**src/rtl/matmul_tile_scheduler.sv**
```systemverilog
// Tile-loop sequencer for a blocked C = A x B.
// Walks (i, l, r) tile coordinates with i outer, l middle and r inner. For each tile step it
// handshakes in turn with the A fetch, B fetch, multiply and accumulate units.
// All loop state lives here, so the datapath can stay stateless.
// Optional feature: define SCHED_TIMEOUT_EN to add a per-phase watchdog. When it fires, the
// scheduler aborts to IDLE with err set.
module matmul_tile_scheduler #(
  parameter int unsigned M           = 4,
  parameter int unsigned N           = 4,
  parameter int unsigned P           = 4,
  parameter int unsigned TM          = 2,
  parameter int unsigned TK          = 2,
  parameter int unsigned TN          = 2,
  parameter int unsigned IDX_W       = 10,
  parameter int unsigned TIMEOUT_CYC = 255
) (
  input  logic             clk,
  input  logic             rst,
  input  logic             start,
  output logic             busy,
  output logic             done,
  output logic             err,
  output logic             a_req,
  input  logic             a_done,
  output logic             b_req,
  input  logic             b_done,
  output logic             mul_req,
  input  logic             mul_done,
  output logic             acc_req,
  input  logic             acc_done,
  output logic [IDX_W-1:0] row_off,
  output logic [IDX_W-1:0] k_off,
  output logic [IDX_W-1:0] col_off,
  output logic             first_k,
  output logic             last_k
);

  // Elaboration-time sanity checks on the tiling.
  if ((M % TM) != 0 || (P % TK) != 0 || (N % TN) != 0) begin : g_bad_tiling
    $error("matmul_tile_scheduler: matrix dimensions must be multiples of the tile extents");
  end
  if ((M >> IDX_W) != 0 || (N >> IDX_W) != 0 || (P >> IDX_W) != 0) begin : g_bad_idx_w
    $error("matmul_tile_scheduler: IDX_W too narrow for the matrix dimensions");
  end
  if (TIMEOUT_CYC < 1) begin : g_bad_timeout
    $error("matmul_tile_scheduler: TIMEOUT_CYC must be at least 1");
  end

  localparam logic [IDX_W-1:0] RowLast = IDX_W'(M - TM);
  localparam logic [IDX_W-1:0] ColLast = IDX_W'(N - TN);
  localparam logic [IDX_W-1:0] KLast   = IDX_W'(P - TK);
  localparam logic [IDX_W-1:0] RowStep = IDX_W'(TM);
  localparam logic [IDX_W-1:0] ColStep = IDX_W'(TN);
  localparam logic [IDX_W-1:0] KStep   = IDX_W'(TK);

  typedef enum logic [2:0] {
    StIdle,
    StGetA,
    StGetB,
    StMul,
    StAcc,
    StNext,
    StDone
  } state_e;

  state_e           state_q, state_d;
  logic             busy_q, busy_d;
  logic             done_q, done_d;
  logic             a_req_q, a_req_d;
  logic             b_req_q, b_req_d;
  logic             mul_req_q, mul_req_d;
  logic             acc_req_q, acc_req_d;
  logic [IDX_W-1:0] row_q, row_d;
  logic [IDX_W-1:0] col_q, col_d;
  logic [IDX_W-1:0] k_q, k_d;
  logic             first_k_q, first_k_d;
  logic             last_k_q, last_k_d;
  logic             last_tile;

`ifdef SCHED_TIMEOUT_EN
  localparam int unsigned TmoW = $clog2(TIMEOUT_CYC + 1);
  localparam logic [TmoW-1:0] TmoLast = TmoW'(TIMEOUT_CYC - 1);

  logic            err_q, err_d;
  logic [TmoW-1:0] tmo_q, tmo_d;
`endif

  // Next-state and next-output decode for the whole sequencer.
  always_comb begin
    state_d   = state_q;
    busy_d    = busy_q;
    done_d    = 1'b0;
    a_req_d   = a_req_q;
    b_req_d   = b_req_q;
    mul_req_d = mul_req_q;
    acc_req_d = acc_req_q;
    row_d     = row_q;
    col_d     = col_q;
    k_d       = k_q;
    first_k_d = first_k_q;
    last_k_d  = last_k_q;
    last_tile = 1'b0;
`ifdef SCHED_TIMEOUT_EN
    err_d     = err_q;
`endif

    unique case (state_q)
      StIdle: begin
        if (start) begin
          state_d   = StGetA;
          busy_d    = 1'b1;
          a_req_d   = 1'b1;
          row_d     = '0;
          col_d     = '0;
          k_d       = '0;
          first_k_d = 1'b1;
          last_k_d  = (KLast == '0);
`ifdef SCHED_TIMEOUT_EN
          err_d     = 1'b0;
`endif
        end
      end
      StGetA: begin
        if (a_done && a_req_q) begin
          state_d = StGetB;
          a_req_d = 1'b0;
          b_req_d = 1'b1;
        end
      end
      StGetB: begin
        if (b_done && b_req_q) begin
          state_d   = StMul;
          b_req_d   = 1'b0;
          mul_req_d = 1'b1;
        end
      end
      StMul: begin
        if (mul_done && mul_req_q) begin
          state_d   = StAcc;
          mul_req_d = 1'b0;
          acc_req_d = 1'b1;
        end
      end
      StAcc: begin
        if (acc_done && acc_req_q) begin
          state_d   = StNext;
          acc_req_d = 1'b0;
        end
      end
      StNext: begin
        // r is innermost, then l, then i; all three wrap to zero on the final tile.
        if (k_q == KLast) begin
          k_d = '0;
          if (col_q == ColLast) begin
            col_d = '0;
            if (row_q == RowLast) begin
              row_d     = '0;
              last_tile = 1'b1;
            end else begin
              row_d = row_q + RowStep;
            end
          end else begin
            col_d = col_q + ColStep;
          end
        end else begin
          k_d = k_q + KStep;
        end

        if (last_tile) begin
          state_d   = StDone;
          done_d    = 1'b1;
          first_k_d = 1'b0;
          last_k_d  = 1'b0;
        end else begin
          state_d   = StGetA;
          a_req_d   = 1'b1;
          first_k_d = (k_d == '0);
          last_k_d  = (k_d == KLast);
        end
      end
      StDone: begin
        state_d = StIdle;
        busy_d  = 1'b0;
      end
      default: begin
        state_d = StIdle;
      end
    endcase

`ifdef SCHED_TIMEOUT_EN
    // A phase that has waited its full budget and is still stalled aborts the run.
    if ((state_d == state_q) && (state_q inside {StGetA, StGetB, StMul, StAcc}) &&
        (tmo_q == TmoLast)) begin
      state_d   = StDone;
      done_d    = 1'b1;
      err_d     = 1'b1;
      a_req_d   = 1'b0;
      b_req_d   = 1'b0;
      mul_req_d = 1'b0;
      acc_req_d = 1'b0;
    end

    // The counter restarts on every state entry and idles at zero.
    if ((state_d != state_q) || (state_q == StIdle)) begin
      tmo_d = '0;
    end else begin
      tmo_d = tmo_q + 1'b1;
    end
`endif
  end

  // Single state register holding the FSM state, the handshake requests and the coordinates.
  always_ff @(posedge clk or negedge rst) begin
    if (!rst) begin
      state_q   <= StIdle;
      busy_q    <= 1'b0;
      done_q    <= 1'b0;
      a_req_q   <= 1'b0;
      b_req_q   <= 1'b0;
      mul_req_q <= 1'b0;
      acc_req_q <= 1'b0;
      row_q     <= '0;
      col_q     <= '0;
      k_q       <= '0;
      first_k_q <= 1'b0;
      last_k_q  <= 1'b0;
`ifdef SCHED_TIMEOUT_EN
      err_q     <= 1'b0;
      tmo_q     <= '0;
`endif
    end else begin
      state_q   <= state_d;
      busy_q    <= busy_d;
      done_q    <= done_d;
      a_req_q   <= a_req_d;
      b_req_q   <= b_req_d;
      mul_req_q <= mul_req_d;
      acc_req_q <= acc_req_d;
      row_q     <= row_d;
      col_q     <= col_d;
      k_q       <= k_d;
      first_k_q <= first_k_d;
      last_k_q  <= last_k_d;
`ifdef SCHED_TIMEOUT_EN
      err_q     <= err_d;
      tmo_q     <= tmo_d;
`endif
    end
  end

  assign busy    = busy_q;
  assign done    = done_q;
  assign a_req   = a_req_q;
  assign b_req   = b_req_q;
  assign mul_req = mul_req_q;
  assign acc_req = acc_req_q;
  assign row_off = row_q;
  assign col_off = col_q;
  assign k_off   = k_q;
  assign first_k = first_k_q;
  assign last_k  = last_k_q;

`ifdef SCHED_TIMEOUT_EN
  assign err = err_q;
`else
  assign err = 1'b0;
`endif

endmodule

```
**config.mk**
```make
export PLATFORM = sky130hd
export DESIGN_NAME = matmul_tile_scheduler
export DESIGN_NICKNAME = d
export VERILOG_FILES = /design/src/rtl/matmul_tile_scheduler.sv
export SDC_FILE = /design/constraint.sdc
export NUM_CORES = 1
export LEC_CHECK = 0
export CORE_AREA = 5 5 95 97
export CTS_CLUSTER_DIAMETER = 30
export DETAILED_ROUTE_END_ITERATION = 12
export DIE_AREA = 0 0 100 102
export SETUP_SLACK_MARGIN = 0.1
export SLEW_MARGIN = 20
export SYNTH_ARGS = -nofsm -noshare
export SYNTH_HDL_FRONTEND = slang
export SYNTH_SLANG_ARGS = --single-unit
export TNS_END_PERCENT = 10
```
**constraint.sdc**
```tcl
create_clock -name clk -period 4.3 [get_ports clk]
set_input_delay 0.645 -clock clk [delete_from_list [all_inputs] [get_ports clk]]
set_output_delay 0.645 -clock clk [all_outputs]
set_load 0.01 [all_outputs]
```
== Word-level counts from Yosys, hierarchy flattened ==
Index checks and enable logic that the tools add are counted.
Operators by class
  $add $sub $neg: 3
  equal/unequal tests: 18
  muxes and demuxes: 43
  reductions and logical operators: 21
Operators by type and width (count)
  10-bit 2-to-1 mux: 8
  10-bit case mux with 2 select lines: 3
  10-bit by 2-bit == test with 1-bit output (second input constant): 4
  10-bit by 2-bit adder with 10-bit output (second input constant): 3
  1-bit 2-to-1 mux: 18
  3-bit 2-to-1 mux: 6
  3-bit case mux with 6 select lines: 1
  2-bit inequality test (second input constant): 8
  1-bit case mux with 2 select lines: 6
  3-bit AND reduction: 4
  10-bit logical NOT: 1
  2-bit nonzero test: 5
  3-bit == test (second input constant): 3
  4-bit AND reduction: 2
  3-bit by 2-bit == test with 1-bit output (second input constant): 2
  5-bit AND reduction: 1
  1-bit logical AND: 4
  2-bit AND reduction: 2
  3-bit by 1-bit == test with 1-bit output (second input constant): 1
  3-bit logical NOT: 1
  1-bit case mux with 3 select lines: 1
  3-bit nonzero test: 1
Storage, ports and cells
  register bits: 41
  input bits: 7
  output and inout port bits: 39
  word-level logic and storage cells: 97

== Depth between registers and ports, before layout ==
  depth after elaboration: 7
  depth in mapped cells: 8
  gate-level depth less buffers: 6

== Worst setup path before layout ==
No wires, ideal clock.
  kind: register -> register
  start point: reg row_q[6] (netlist: row_off[6])
  end point: reg state_q[0]
  library setup time: 0.120 ns
  arrival time: 2.110 ns
  slack: 2.070 ns
  stages on the path, launching flop included: 6
  path buffers: 0
  period minus slack after synthesis: 2.230 ns
  path through: dfrtp_1 -> or4_4 -> or3_1 -> or3_4 -> a211o_1 -> o211a_1
On the way
  cells in the longest elaborated chain, start to end: 7
Ends and longest elaborated chain
  start, declared: line 73  | logic [IDX_W-1:0] row_q, row_d;
  start signal, assigned: line 239  | row_q <= row_d;
  10-bit by 2-bit == test with 1-bit output: line 156  | if (row_q == RowLast) begin
  1-bit 2-to-1 mux: line 156
  1-bit 2-to-1 mux: line 154  | if (col_q == ColLast) begin
  1-bit 2-to-1 mux: line 152  | if (k_q == KLast) begin
  1-bit 2-to-1 mux: line 107  | unique case (state_q)
  3-bit 2-to-1 mux: line 169  | if (last_tile) begin
  3-bit case mux with 6 select lines: line 107
  end signal, assigned: line 215  | state_q <= StIdle;
  end signal, assigned: line 232  | state_q <= state_d;
  end, declared: line 66  | state_e state_q, state_d;
No other way between the ends. The select of a mux whose other input is x is not followed.
A chain may end at the register's enable or synchronous reset.

== Final worst setup path ==
  start point: in start
  end point: reg col_q[9] (netlist: col_off[9])
On the way
  cells in the longest elaborated chain, start to end: 2
Ends and longest elaborated chain
  start, declared: line 19  | input logic start,
  2-bit inequality test (no source line)
  3-bit AND reduction (no source line)
  end signal, assigned: line 240  | col_q <= col_d;
  end, declared: line 74  | logic [IDX_W-1:0] col_q, col_d;
No other way between the ends.

==> flow_metrics.py <==
metrics = {
    "yosys": {
        "ys_types": 55,
        "synthCells": 261,
        "ys.flop_type": "dfrtp_1",
        "synth-simple-area-share": 0.259,
        "syn_area_per_cell_um2": 8.77,
        "synth-compound-area-share": 0.240,
        "netlist_area_um2": 2290,
        "synthArstFlopShare": 1.00,
        "synth_top_family_by_area": "simple AND/OR/NAND/NOR gates",
        "synth_xor_area_frac": 0.00383,
        "synth_edf_count": 0,
        "ys_warn_count": 0,
        "synth_fa_ha_area_frac": 0.0164,
        "ys_seq_area_frac": 0.426,
        "synthMuxAreaShare": 0,
        "synth_seq_cells": 39,
    },
    "worst_setup_path": {
        "ff2ff_path_depth": 5,
        "cp.arrival_ns": 2.88,
        "cp-start-kind": "input pin",
        "r2r-start": "row_off[6]",
        "cp_max_fo": 12,
        "required_ns": 4.54,
        "reg2reg_slack_ns": 1.90,
        "critical_path_class": "input pin to register",
        "r2r-end": "row_off[4]",
        "cp-end-kind": "register",
    },
    "sta": {
        "rsz0062_at_grt": "no",
        "finalMaxSlewViolations": 0,
        "worst_clock_skew_ns": 0.00749,
        "period_share": 0.615,
        "setup_ws_ns": 1.66,
        "relSlewSlack": 0.368,
        "finalHoldViolations": 0,
        "worst_slew_pin_slew_ns": 0.940,
        "max_clock_freq_ghz": 0.378,
        "hold_ws_ns": 0.461,
        "period_minus_slack_ns": 2.64,
        "finalSetupViolCount": 0,
        "setup_tns_ns": 0,
    },
    "global_routing": {
        "grt_first_pass_wirelength_um": 9720,
        "grt_pass1_vias": 1992,
        "grtUsageTotal": 0.118,
        "grt_max_degree": 40,
        "grt.overflow.total": 0,
        "antenna_found_initial": 0,
    },
    "clock_network": {
        "post_cts.repair.setup_buffers": 0,
        "cts_buffers": 5,
        "cts_resized": 0,
        "clockBufferDepth": 2,
        "cts_num_sinks": 39,
        "holdBufCountCts": 0,
        "root_buffer": "clkbuf_8",
        "worstSkewPairLatency_ns": 0.30,
        "h-tree-depth": 2,
        "clk_pin_slew_ns": 0.09,
        "cts_tree": "built",
    },
    "min_path": {
        "hold_path_class": "input pin to async pin",
    },
    "finish": {
        "drive_above_1_share": 0.0762,
        "nets": 311,
        "fillers": 828,
        "diodes": 0,
        "layout-area-overhead-vs-synth_pct": 26.4,
    },
    "die": {
        "start_util": 0.284,
        "die_x_um": 100,
        "fp.coreArea_um2": 8050,
        "ios": 46,
        "dieArea_um2": 10200,
        "num_rows": 33,
        "die-height_um": 102,
    },
    "status": {
        "outcome": "finished, final reports clean",
    },
    "detailed_routing": {
        "drc_errors": 0,
        "drt-total-wl_um": 6000,
        "wl_per_cell_um": 14.7,
        "vias": 2142,
        "ant_nets": 0,
        "drt_iter0_markers": 42,
        "viasPerCell": 5.26,
        "dr.pass1.iters": 4,
    },
    "placed_design": {
        "io_buffers": 42,
        "globalplace.congestion": 0.833,
        "place_hpwl_um": 4210,
        "dpl_worst_slack_ns": 1.32,
    },
    "flow_run": {
        "max_cap_violations": 0,
    },
    "power": {
        "powerDensity_nw_per_um2": 472,
        "cellLeakagePower_uw": 0.00116,
        "vdd_drop_max_uv": 177,
    },
}
cell families after synthesis:
kind of cell | Yosys count
flops | 39
buf+inv | 19
simple gates | 112
compound gates | 86
other cells | 1
xor+xnor | 1
fa+ha+maj | 3
how the worst max path moves through the flow:
stage | start | to | slack [ns]
3_5_place_dp | start | col_off[9] | 1.32
6_report | start | col_off[9] | 1.66
5_1_grt | start | col_off[9] | 1.59
2_1_floorplan | row_off[6] | state_q[0] | 2.07
3_3_place_gp | start | col_off[9] | 1.37
4_1_cts | start | col_off[9] | 1.66
metrics by stage:
stage	instances	instance area [um^2]	utilization	total power (uW)
floorplan	263	2300	-	859
global placement	399	2760	0.343	995
finish	407	2890	0.359	1370
global route	407	2890	0.359	1460
CTS	407	2890	0.359	1380
detailed placement	399	2760	0.343	1000
worst max-delay path: stages:
cell and delay (ns):
clkdlybuf4s50_1 0.52, or3b_2 0.50, or2_2 0.32, o21a_1 0.23, or4_1 0.53, a21oi_1 0.14
Yosys cell counts, drive strengths merged (2+ instances only):
cell type / count / area [um^2]
a211oi: 2 / 15.0
a21o: 4 / 30.0
a21oi: 13 / 65.1
a31oi: 6 / 37.5
and2: 5 / 31.3
and3: 3 / 18.8
buf: 7 / 55.1
clkbuf: 5 / 38.8
dfrtp: 39 / 976
ha: 3 / 37.5
inv: 7 / 26.3
nand2: 32 / 120
nand2b: 7 / 43.8
nand3: 15 / 75.1
nand4: 4 / 25.0
nor2: 16 / 60.1
nor2b: 2 / 12.5
nor3: 4 / 20.0
nor4b: 3 / 26.3
o21a: 2 / 15.0
o21ai: 32 / 164
o31ai: 11 / 82.6
o32ai: 2 / 17.5
o41ai: 2 / 17.5
or2: 5 / 31.3
or3: 5 / 36.3
or3b: 2 / 17.5
or4: 3 / 26.3
registers in the layout (all words and copies together) (netlist names), 3 cells and up:
register	flops
state_q	3
col_off	9
row_off	9
k_off	10
routing by layer:
| metal | global-route usage | vias to the layer above | wire length (um) | part of all wire |
|---|---|---|---|---|
| met5 | 0 | - | 0 | 0 |
| met4 | 0.0373 | 0 | 55 | 0.0092 |
| met3 | 0.0307 | 6 | 324 | 0.054 |
| met2 | 0.190 | 44 | 2810 | 0.47 |
| met1 | 0.155 | 1050 | 2810 | 0.47 |
| li1 | - | 1042 | - | - |
power breakdown:
| group | internal (uW) | switching [uW] |
|---|---|---|
| clock | 232 | 142 |
| sequential | 418 | 103 |
| combinational | 218 | 252 |
placed cells by master, fill, tap and decap left out, types with 6 or more instances in the layout:
cell	netlist	final
o31ai_1	11	11
nand2_1	32	32
nand2b_1	7	7
clkdlybuf4s50_1	0	41
a21oi_1	13	13
nand3_1	15	15
nor2_1	16	16
a31oi_1	6	6
o21ai_0	31	31
inv_1	7	7
dfrtp_1	39	39
layout make-up:
| type | instances | area (um^2) | area share |
|---|---|---|---|
| Multi-Input combinational cell | 205 | 1200 | 0.415 |
| Timing Repair Buffer | 43 | 423 | 0.146 |
| Inverter | 7 | 26.3 | 0.00908 |
| Sequential cell | 39 | 976 | 0.337 |
| Tap cell | 105 | 131 | 0.0454 |
| Clock buffer | 5 | 68.8 | 0.0238 |
| Clock inverter | 3 | 67.6 | 0.0233 |
No activity file was read; power rests on OpenSTA's default activity.
